$ cat config.mk
export PLATFORM = sky130hd
export DESIGN_NAME = pwm_ramp_ctrl
export DESIGN_NICKNAME = d
export VERILOG_FILES = /design/src/rtl/pwm_ramp_ctrl.sv
export SDC_FILE = /design/constraint.sdc
export NUM_CORES = 1
export LEC_CHECK = 0
export ABC_AREA = 1
export BUFFER_PORTS_ARGS = -buffer_cell sky130_fd_sc_hd__buf_4
export CAP_MARGIN = 10
export CORE_MARGIN = 8
export CORE_UTILIZATION = 56
export CTS_CLUSTER_SIZE = 20
export DETAILED_ROUTE_END_ITERATION = 10
export PLACE_DENSITY = 0.83
export SLEW_MARGIN = 20
export SYNTH_ARGS = -nofsm -noshare
export SYNTH_HDL_FRONTEND = slang
export SYNTH_SLANG_ARGS = --single-unit
$ cat constraint.sdc
create_clock -name clk -period 6.9 [get_ports clk]
set_input_delay 0.345 -clock clk [delete_from_list [all_inputs] [get_ports clk]]
set_output_delay 0.345 -clock clk [all_outputs]
set_load 0.01 [all_outputs]
$ cat src/rtl/pwm_ramp_ctrl.sv
// pwm_ramp_ctrl: sequencer that initialises the 8-channel PWM peripheral
// (periods, then enable mask) and, once per ramp tick, slews each channel's
// duty register toward its host target by at most `step` per tick.
// `reset` is asynchronous and active-low.
module pwm_ramp_ctrl #(
    parameter int          PERIOD   = 255,
    parameter int          TICK_DIV = 1000,
    parameter logic [7:0]  EN_MASK  = 8'hFF
) (
    input  logic        clk,
    input  logic        reset,
    input  logic        tgt_we,
    input  logic [2:0]  tgt_ch,
    input  logic [15:0] tgt_val,
    input  logic [15:0] step,
    input  logic        hold,
    output logic [15:0] m_addr,
    output logic [31:0] m_datain,
    output logic        m_w,
    output logic        busy,
    output logic        done
);

    typedef enum logic [1:0] {INIT_PER, INIT_EN, IDLE, SCAN} state_t;

    localparam int          CW       = (TICK_DIV > 1) ? $clog2(TICK_DIV) : 1;
    localparam logic [15:0] PERIOD_W = 16'(PERIOD);

    state_t          state_reg;
    logic [2:0]      ch_reg;
    logic            pend_reg;
    logic [CW-1:0]   tick_cnt_reg;
    logic            tick;
    logic [15:0]     cur_reg [8];
    logic [15:0]     tgt_reg [8];
    logic [7:0]      ch_eq;
    logic            all_eq;
    logic [15:0]     cur_sel;
    logic [15:0]     tgt_sel;
    logic [15:0]     diff;
    logic [15:0]     ramp_next;

    assign tick = (tick_cnt_reg == CW'(TICK_DIV - 1));

    // Free-running tick divider, counting from reset release.
    always_ff @(posedge clk or negedge reset) begin
        if (!reset)
            tick_cnt_reg <= '0;
        else if (tick)
            tick_cnt_reg <= '0;
        else
            tick_cnt_reg <= tick_cnt_reg + CW'(1);
    end

    // Host target registers; writable in every state. A write landing on the
    // channel being scanned is seen by that scan only on the next tick.
    always_ff @(posedge clk or negedge reset) begin
        if (!reset) begin
            for (int i = 0; i < 8; i++)
                tgt_reg[i] <= '0;
        end else if (tgt_we) begin
            tgt_reg[tgt_ch] <= tgt_val;
        end
    end

    generate
        for (genvar gi = 0; gi < 8; gi++) begin : g_eq
            assign ch_eq[gi] = (cur_reg[gi] == tgt_reg[gi]);
        end
    endgenerate

    assign all_eq = &ch_eq;

    // Bounded slew of the channel under scan, never wrapping past the target.
    always_comb begin
        cur_sel   = cur_reg[ch_reg];
        tgt_sel   = tgt_reg[ch_reg];
        diff      = (cur_sel < tgt_sel) ? (tgt_sel - cur_sel) : (cur_sel - tgt_sel);
        ramp_next = tgt_sel;
        if (step != 16'd0 && diff > step) begin
            if (cur_sel < tgt_sel)
                ramp_next = cur_sel + step;
            else
                ramp_next = cur_sel - step;
        end
    end

    // Sequencer: init writes, idle/scan handshake with the tick flag, and all
    // registered bus/status outputs.
    always_ff @(posedge clk or negedge reset) begin
        if (!reset) begin
            state_reg <= INIT_PER;
            ch_reg    <= '0;
            pend_reg  <= 1'b0;
            m_w       <= 1'b0;
            m_addr    <= '0;
            m_datain  <= '0;
            busy      <= 1'b0;
            done      <= 1'b0;
            for (int i = 0; i < 8; i++)
                cur_reg[i] <= '0;
        end else begin
            m_w <= 1'b0;
            if (tick)
                pend_reg <= 1'b1;
            case (state_reg)
                INIT_PER: begin
                    m_w      <= 1'b1;
                    m_addr   <= 16'd4 + {10'd0, ch_reg, 3'd0};
                    m_datain <= {16'd0, PERIOD_W};
                    busy     <= 1'b1;
                    done     <= 1'b0;
                    ch_reg   <= ch_reg + 3'd1;
                    if (ch_reg == 3'd7)
                        state_reg <= INIT_EN;
                end
                INIT_EN: begin
                    m_w       <= 1'b1;
                    m_addr    <= 16'd0;
                    m_datain  <= {24'd0, EN_MASK};
                    busy      <= 1'b1;
                    done      <= 1'b0;
                    state_reg <= IDLE;
                end
                IDLE: begin
                    if (pend_reg && !hold) begin
                        // A tick arriving on the entry edge re-arms the flag.
                        pend_reg  <= tick;
                        ch_reg    <= 3'd0;
                        busy      <= 1'b1;
                        done      <= 1'b0;
                        state_reg <= SCAN;
                    end else begin
                        busy <= 1'b0;
                        done <= all_eq;
                    end
                end
                SCAN: begin
                    busy <= 1'b1;
                    done <= 1'b0;
                    if (cur_sel != tgt_sel) begin
                        cur_reg[ch_reg] <= ramp_next;
                        m_w      <= 1'b1;
                        m_addr   <= 16'd8 + {10'd0, ch_reg, 3'd0};
                        m_datain <= {16'd0, ramp_next};
                    end
                    ch_reg <= ch_reg + 3'd1;
                    if (ch_reg == 3'd7)
                        state_reg <= IDLE;
                end
                default: state_reg <= INIT_PER;
            endcase
        end
    end

endmodule
== Word-level counts from Yosys, hierarchy flattened ==
Cells that the tools add are included.
W data, S select, Z words.
Word-level totals
  register bits: 323
  bits of input ports: 39
  output and inout bits: 51
  word-level logic and storage cells: 113
Cells by class
  $add $sub $neg: 8
  order comparisons: 6
  eq/ne operators: 18
  multiplexer cells: 35
  bitwise logic cells: 2
  reduce and logical (&&, ||, !) cells: 19
Operators by type and width (number)
  $bwmux W128: 2
  $mux W16: 10
  $eq A16 B16 Y1: 8
  $bmux W16 S3: 2
  $demux W16 S3: 2
  $pmux W32 S2: 1
  $pmux W16 S3: 1
  $sub A16 B16 Y16: 3
  $mux W32: 1
  $add A16 B16 Y16: 1
  $gt A16 B16 Y1: 1
  $lt A16 B16 Y1: 1
  $ne A16 B16 Y1: 1
  $reduce_bool A16 Y1: 1
  $add A10 B1 Y10 const B: 1
  $eq A10 B10 Y1 const B: 1
  $mux W10: 1
  $ge A4 B4 Y1 const B: 2
  $lt A4 B1 Y1 const B: 2
  $ne A2 B2 Y1 const B: 4
  $not A3 Y4: 2
  $pmux W2 S4: 1
  $reduce_and A2 Y1: 4
  $reduce_and A8 Y1: 1
  19 further kinds: 34

== Depth between registers and ports, before layout ==
Gate-level depths: netlist of run 1.
  depth in word-level cells: 11
  mapped depth: 38
  depth with buffers taken out: 35

== Worst setup path before layout of run 1 ==
Ideal clock, no wire load.
  path kind: register to register
  start: register ch_reg[1]
  end: register cur_reg[56] (netlist bit)
  library setup time: 0.127 ns
  arrival: 4.662 ns
  setup slack: 2.111 ns
  cell stages (with the launch flop): 35
  clock period less this slack: 4.789 ns
  cell sequence: dfrtp_1 buf_4 inv_4 nand3_4 inv_2 buf_2 buf_2 o2bb2ai_1 a221oi_1 nand2_1 inv_1 ha_1 inv_1 fa_1 nand3_1 nand2_1 nand2_1 nand2_1 nand2_1 nand2_1 buf_2 mux2i_1 xor2_1 inv_1 ha_1 nand2_1 o21ai_0 nand2_1 nand2_1 a21oi_1 nor2_2 buf_6 nand2_2 nand3_1 o21ai_0
On the way
  cells in the longest elaborated chain, start to end: 10
  elaborated cells between the ends (all ways): 25
  those cells by class: 4 x add/sub; 4 x order compare; 1 x eq/ne; 12 x mux; 1 x bitwise; 3 x reduce/logical
Ends and longest elaborated chain
  start: declaration: line 30  | logic [2:0] ch_reg;
  start signal: assignment: line 113  | ch_reg <= ch_reg + 3'd1;
  start signal: assignment: line 147  | ch_reg <= ch_reg + 3'd1;
  $not A3 Y4 (implied by the code) *: line 76, 77, 142
  $bmux W16 S3 (on tied branches): line 76, 77
  $mux W16 (on tied branches) (2 in series): line 76, 77
  $sub A16 B16 Y16 or $lt A16 B16 Y1 (tied branches): line 78, 81
  $mux W16: line 78  | diff = (cur_sel < tgt_sel) ? (tgt_sel - cur_sel) : (cur_sel - tgt_sel);
  $gt A16 B16 Y1: line 80  | if (step != 16'd0 && diff > step) begin
  $logic_and A1 B1 Y1: line 80
  $mux W16: line 80
  $bwmux W128: line 142  | cur_reg[ch_reg] <= ramp_next;
  end signal: indexed assignment: line 142
  end: declaration: line 34  | logic [15:0] cur_reg [8];
Mark *: on every way between the ends. The rest lies on a longest branch, timed or not. The select of a mux whose other input is x is not followed.
A chain may end at the register's enable or synchronous reset.

== Worst setup path in the final report of run 1 ==
  start: register ch_reg[0]
  end: register cur_reg[110] (netlist bit)
Same word-level chain as after synthesis.

==> impl_metrics.toml, run 1 <==
[worst_setup_path]
cp_max_fo = 30
max_stage_delay_ps = 730
worstPathRequired_ps = 7410
cp.arrival_ps = 6890
crit_top_cell = "nand2_1"
slowest_stage = "dfrtp_1"
start_kind = "flip-flop"
r2r_end = "cur_reg[110]"
path_buf_inv = 6
reg2reg_from = "ch_reg[0]"
r2r_slack_ps = 520
r2r_cells = 30
cp-end-kind = "flip-flop"
crit_type = "flip-flop to flip-flop"
cp_top_family = "simple AND/OR/NAND/NOR gates"

[placed_design]
dpl.hpwl_mm = 54.06
port_buffers = 62
place.gp.congestion = 1.137
placed_area_sq_um = 19170
place_inst = 2867
pre_cts_slack_ps = 686.3

[final_layout]
fillCellCount = 2991
antenna_cells = 0
final_area_sq_um = 20320
drive_above_1_share_pct = 9.671
area.growth.synth_to_final_pct = 9.819
stdcell_count = 2934
final_nets = 2585

[cts]
clock_path_buffers = 3
root_buffer = "clkbuf_16"
cts_made_buffers = 31
ctsHoldBuffers = 13
cts_setup_buffers = 0
htree_levels = 1
cts.clk_slew.worst_paths_ps = 60
insertion_delay_ps = 610
cts_tree = "done"
clock-sinks = 296
cts_resized = 0

[synthesis]
yosysSeqAreaShare_pct = 40.04
synth_xor_area_share_pct = 5.065
synth_most_common_cell = "nand2_1"
synthMuxAreaShare_pct = 0.1623
ys_ff_latch = 296
synth_edf_count = 0
synth_compound_area_share_pct = 15.97
synth_area_sq_um = 18500
yosysTopAreaCell = "dfrtp_1"
ys.flop_type = "dfrtp_1"
synthDistinctLibCells = 62
synthAdderAreaFrac_pct = 5.194
synthTopCellsByCount = "711 x nand2_1, 296 x dfrtp_1, 278 x inv_1, 218 x o21ai_0, 111 x nor2_1"
yosysTopAreaCellShare_pct = 40.04
synth_area_per_cell_sq_um = 7.655
yosys_warnings = 0
synth_simple_gate_area_share_pct = 24.05
synthTopCellsByArea = "dfrtp_1 40%, nand2_1 14%, o21ai_0 5.9%"
async_flop_share_pct = 100.0
synthCells = 2417
synth_top_family_by_area = "simple AND/OR/NAND/NOR gates"

[global_routing]
antenna_found_initial = 0
grt_overflow = 0
grt.total_usage_pct = 35.33
grt_pass1_vias = 16960
grt_pass1_wl_mm = 104.7
grt_max_degree = 86

[sta]
finalWorstSetupSlack_ps = 521.0
setup_viol = 0
max_slew_margin_pct = 26.33
worst_pin_slew_ps = 1099
fmax_ghz = 0.1568
setup_tns_ps = 0
rsz0062_at_grt = "no"
fin_skew_ps = 44.50
period_share_pct = 92.45
finalHoldViolCount = 0
fin_crit_ps = 6379
drv_slew = 0

[min_path]
hold_depth = 3
hold_path_startpoint = "tgt_val[15]"
holdPathEnd = "tgt_reg[15]"
hold_class = "input port to flip-flop"

[route]
vias_per_cell = 6.036
vias = 17710
dr.pass1.iters = 6
wl_per_cell_um = 23.71
totalWireLength_mm = 69.58
drc_errors = 0
drtIter0Drc = 2310
ant_nets = 0

[floorplanning]
die_h_um = 197.8
rows = 66
initial_core_util_pct = 56.86
die_x_um = 197.8
die_area_sq_um = 39110
ios = 90
fp.coreArea_sq_um = 32540

[flow_run]
cap_violations = 0

[status]
outcome = "finished, final reports clean"
-- worst reg2reg max path, delay by kind of cell, from the launching register on --
kind            cells  cell delay (ps)
simple gates       16             2170
xor+xnor            1              230
buf+inv             6             1320
compound gates      3              760
flops               1              730
fa+ha+maj           3              840
mux                 1              270
-- layout by cell type (no fill, tap or decap), types with 26 or more instances in the layout --
cell type / n
a21oi_1: 62
dfrtp_1: 296
a221oi_1: 29
xnor2_1: 59
o22ai_1: 46
buf_4: 76
nand2_1: 705
inv_2: 30
clkbuf_16: 31
nand2_2: 26
nand4_1: 31
ha_1: 72
nand3_1: 75
xor2_1: 48
conb_1: 27
inv_1: 278
o21ai_1: 64
nor2_1: 111
o21ai_0: 218
-- cell families after synthesis --
family | after synthesis
compound gates | 501
simple gates | 1026
other cells | 1
flops | 296
fa+ha+maj | 75
buf+inv | 408
xor+xnor | 107
mux | 3
-- metal layers --
metal	routed length (um)	vias to the layer above	global-route usage (%)
met5	0	-	0
met4	4959	0	21.32
met3	7694	254	7.606
met2	29760	1064	52.59
met1	27170	8464	46.86
li1	-	7927	-
-- worst max-delay path by stage --
stage	from	to	cells after the start
after floorplan	ch_reg[1]	cur_reg[56]	34
after CTS	ch_reg[0]	m_datain[7]	32
after global routing	ch_reg[0]	cur_reg[122]	32
final	ch_reg[0]	cur_reg[110]	30
after detailed placement	ch_reg[0]	m_datain[7]	32
after global placement	ch_reg[0]	m_datain[7]	32
-- through the flow --
stage                     utilization [%]  hold WS (ps)
final                               62.45         7.467
after global routing                62.45         42.58
after CTS                           62.39         2.171
after detailed placement            58.93         316.3
after global placement              58.93         310.4
after floorplan                         -         49.41
-- layout make-up --
cell class | count | area, sq um | share of cell area (%)
multi-input cells | 1739 | 9454 | 46.53
flip-flops and latches | 296 | 7407 | 36.46
inverters | 312 | 1181 | 5.813
clock buffers | 45 | 898.4 | 4.421
repair buffers | 91 | 726.9 | 3.578
well taps | 442 | 553.0 | 2.722
clock inverters | 9 | 97.59 | 0.4803
Power of run 1 is not shown: default switching activity piles up to over one toggle a cycle in this logic, so the estimate is an artifact.
==> run 2, diff against run 1 <==
--- a/config.mk
+++ b/config.mk
@@ -9,10 +9,11 @@
 export BUFFER_PORTS_ARGS = -buffer_cell sky130_fd_sc_hd__buf_4
 export CAP_MARGIN = 10
 export CORE_MARGIN = 8
-export CORE_UTILIZATION = 56
+export CORE_UTILIZATION = 35
 export CTS_CLUSTER_SIZE = 20
 export DETAILED_ROUTE_END_ITERATION = 10
-export PLACE_DENSITY = 0.83
+export PLACE_DENSITY = 0.59
+export SETUP_SLACK_MARGIN = 0.4
 export SLEW_MARGIN = 20
 export SYNTH_ARGS = -nofsm -noshare
 export SYNTH_HDL_FRONTEND = slang
==> impl_metrics.toml, run 2 (synthesis results as in run 1) <==
[floorplanning]
fp.coreArea_sq_um = 52450
rows = 84
die_area_sq_um = 60470
ios = 90
initial_core_util_pct = 35.28
die_h_um = 245.9
die_x_um = 245.9

[route]
drc_errors = 0
vias = 17200
dr.pass1.iters = 6
drtIter0Drc = 1679
totalWireLength_mm = 75.33
ant_nets = 0
wl_per_cell_um = 23.64
vias_per_cell = 5.399

[min_path]
holdPathEnd = "tgt_reg[13]"
hold_path_startpoint = "tgt_val[13]"
hold_class = "input port to flip-flop"
hold_depth = 3

[final_layout]
layout_common_cells = "707 x nand2_1, 294 x dfrtp_1, 278 x inv_1"
final_common_cell = "nand2_1"
drive_above_1_share_pct = 10.13
final_nets = 2590
antenna_cells = 0
area.growth.synth_to_final_pct = 12.12

[sta]
fin_crit_ps = 6057
drv_slew = 0
fin_skew_ps = 14.77
rsz0062_at_grt = "no"
setup_tns_ps = 0
worst_pin_slew_ps = 946.5
finalHoldViolCount = 0
setup_viol = 0
fmax_ghz = 0.1651
max_slew_margin_pct = 36.83
period_share_pct = 87.79

[global_routing]
grt_pass1_wl_mm = 111.0
grt_max_degree = 115
grt_pass1_vias = 16490
antenna_found_initial = 0
grt.total_usage_pct = 24.44
grt_overflow = 0

[cts]
clock_path_buffers = 3
cts_made_buffers = 30
htree_levels = 1
clock-sinks = 296
root_buffer = "clkbuf_16"
cts.clk_slew.worst_paths_ps = 60
insertion_delay_ps = 580
cts_tree = "done"

[status]
outcome = "finished, final reports clean"

[worst_setup_path]
cp.arrival_ps = 6510
r2r_slack_ps = 840
crit_type = "flip-flop to flip-flop"
reg2reg_from = "ch_reg[0]"
start_kind = "flip-flop"
cp_max_fo = 25
worstPathRequired_ps = 7360
cp-end-kind = "flip-flop"
r2r_cells = 26
r2r_end = "m_datain[8]"

[flow_run]
cap_violations = 0

[placed_design]
dpl.hpwl_mm = 59.16
port_buffers = 62
place.gp.congestion = 1.035
## run 2: final cells by class
| class | count | area [sq um] |
|---|---|---|
| clock inverter | 14 | 181.4 |
| clock buffer | 40 | 849.6 |
| inverter | 312 | 1184 |
| fill | 5433 | 31700 |
| tap | 688 | 860.8 |
| timing repair buffer | 97 | 795.8 |
| sequential | 296 | 7410 |
| multi-input combinational | 1739 | 9463 |
## run 2: worst max path at each step
stage | start | endpoint | slack [ps] | depth (start not counted)
2_1_floorplan | ch_reg[1] | cur_reg[56] | 2110 | 34
3_3_place_gp | ch_reg[0] | m_datain[7] | 850 | 33
3_5_place_dp | ch_reg[1] | m_datain[6] | 760 | 32
4_1_cts | ch_reg[1] | cur_reg[92] | 740 | 31
5_1_grt | ch_reg[0] | m_datain[10] | 400 | 28
6_report | ch_reg[0] | m_datain[8] | 840 | 26
## run 2: per-stage QoR
stage                     hold slack [ps]  cells  area (sq um)  util [%]  setup WS, ps
after floorplan                     49.41   2443         18600         -          2111
after global placement              444.5   3119         19540     37.26         849.9
after global routing                34.91   3186         20740     39.55         404.1
final                               19.32   3186         20740     39.55         842.8
after detailed placement            461.8   3119         19550     37.28         758.1
after CTS                           1.770   3184         20690     39.46         736.8
## run 2: routing by layer
metal  routed length (um)  GRT usage (%)  part of all wire [%]  vias to the layer above
li1                     -              -                     -                     7936
met1                33070          33.94                    44                     8310
met2                33150          38.01                    44                      794
met3                 5599          3.204                   7.4                      161
met4                 3509          10.19                   4.7                        0
met5                    0              0                     0                        -
## run 2: critical path, cell delays in order (launching register included)
cell and delay, ps:
dfrtp_2 490, inv_2 230, nand3_4 240, inv_2 550, o2bb2ai_1 180, nor3_1 90, nand2_1 240, ha_1 220
inv_1 70, fa_1 460, nand3_1 90, nand2_1 110, nand2_1 90, nand2_1 70, nand2_1 80, nand2_1 180
inv_1 370, o21ai_0 210, xor2_1 190, ha_1 360, a21oi_1 210, o21ai_0 150, a21oi_1 170, xor2_1 320
nand2_2 230, nand3_1 210, nand2_1 70
## run 2: what timing repair did
| action | CTS | global route |
|---|---|---|
| endpoints found under the hold margin | 121 | 0 |
| hold buffers | 11 | 0 |
| setup buffers | 0 | 1 |
| endpoints found under the setup margin | 0 | 144 |
| resized for setup | 0 | 6 |
Power of run 2 is left out for the same reason.
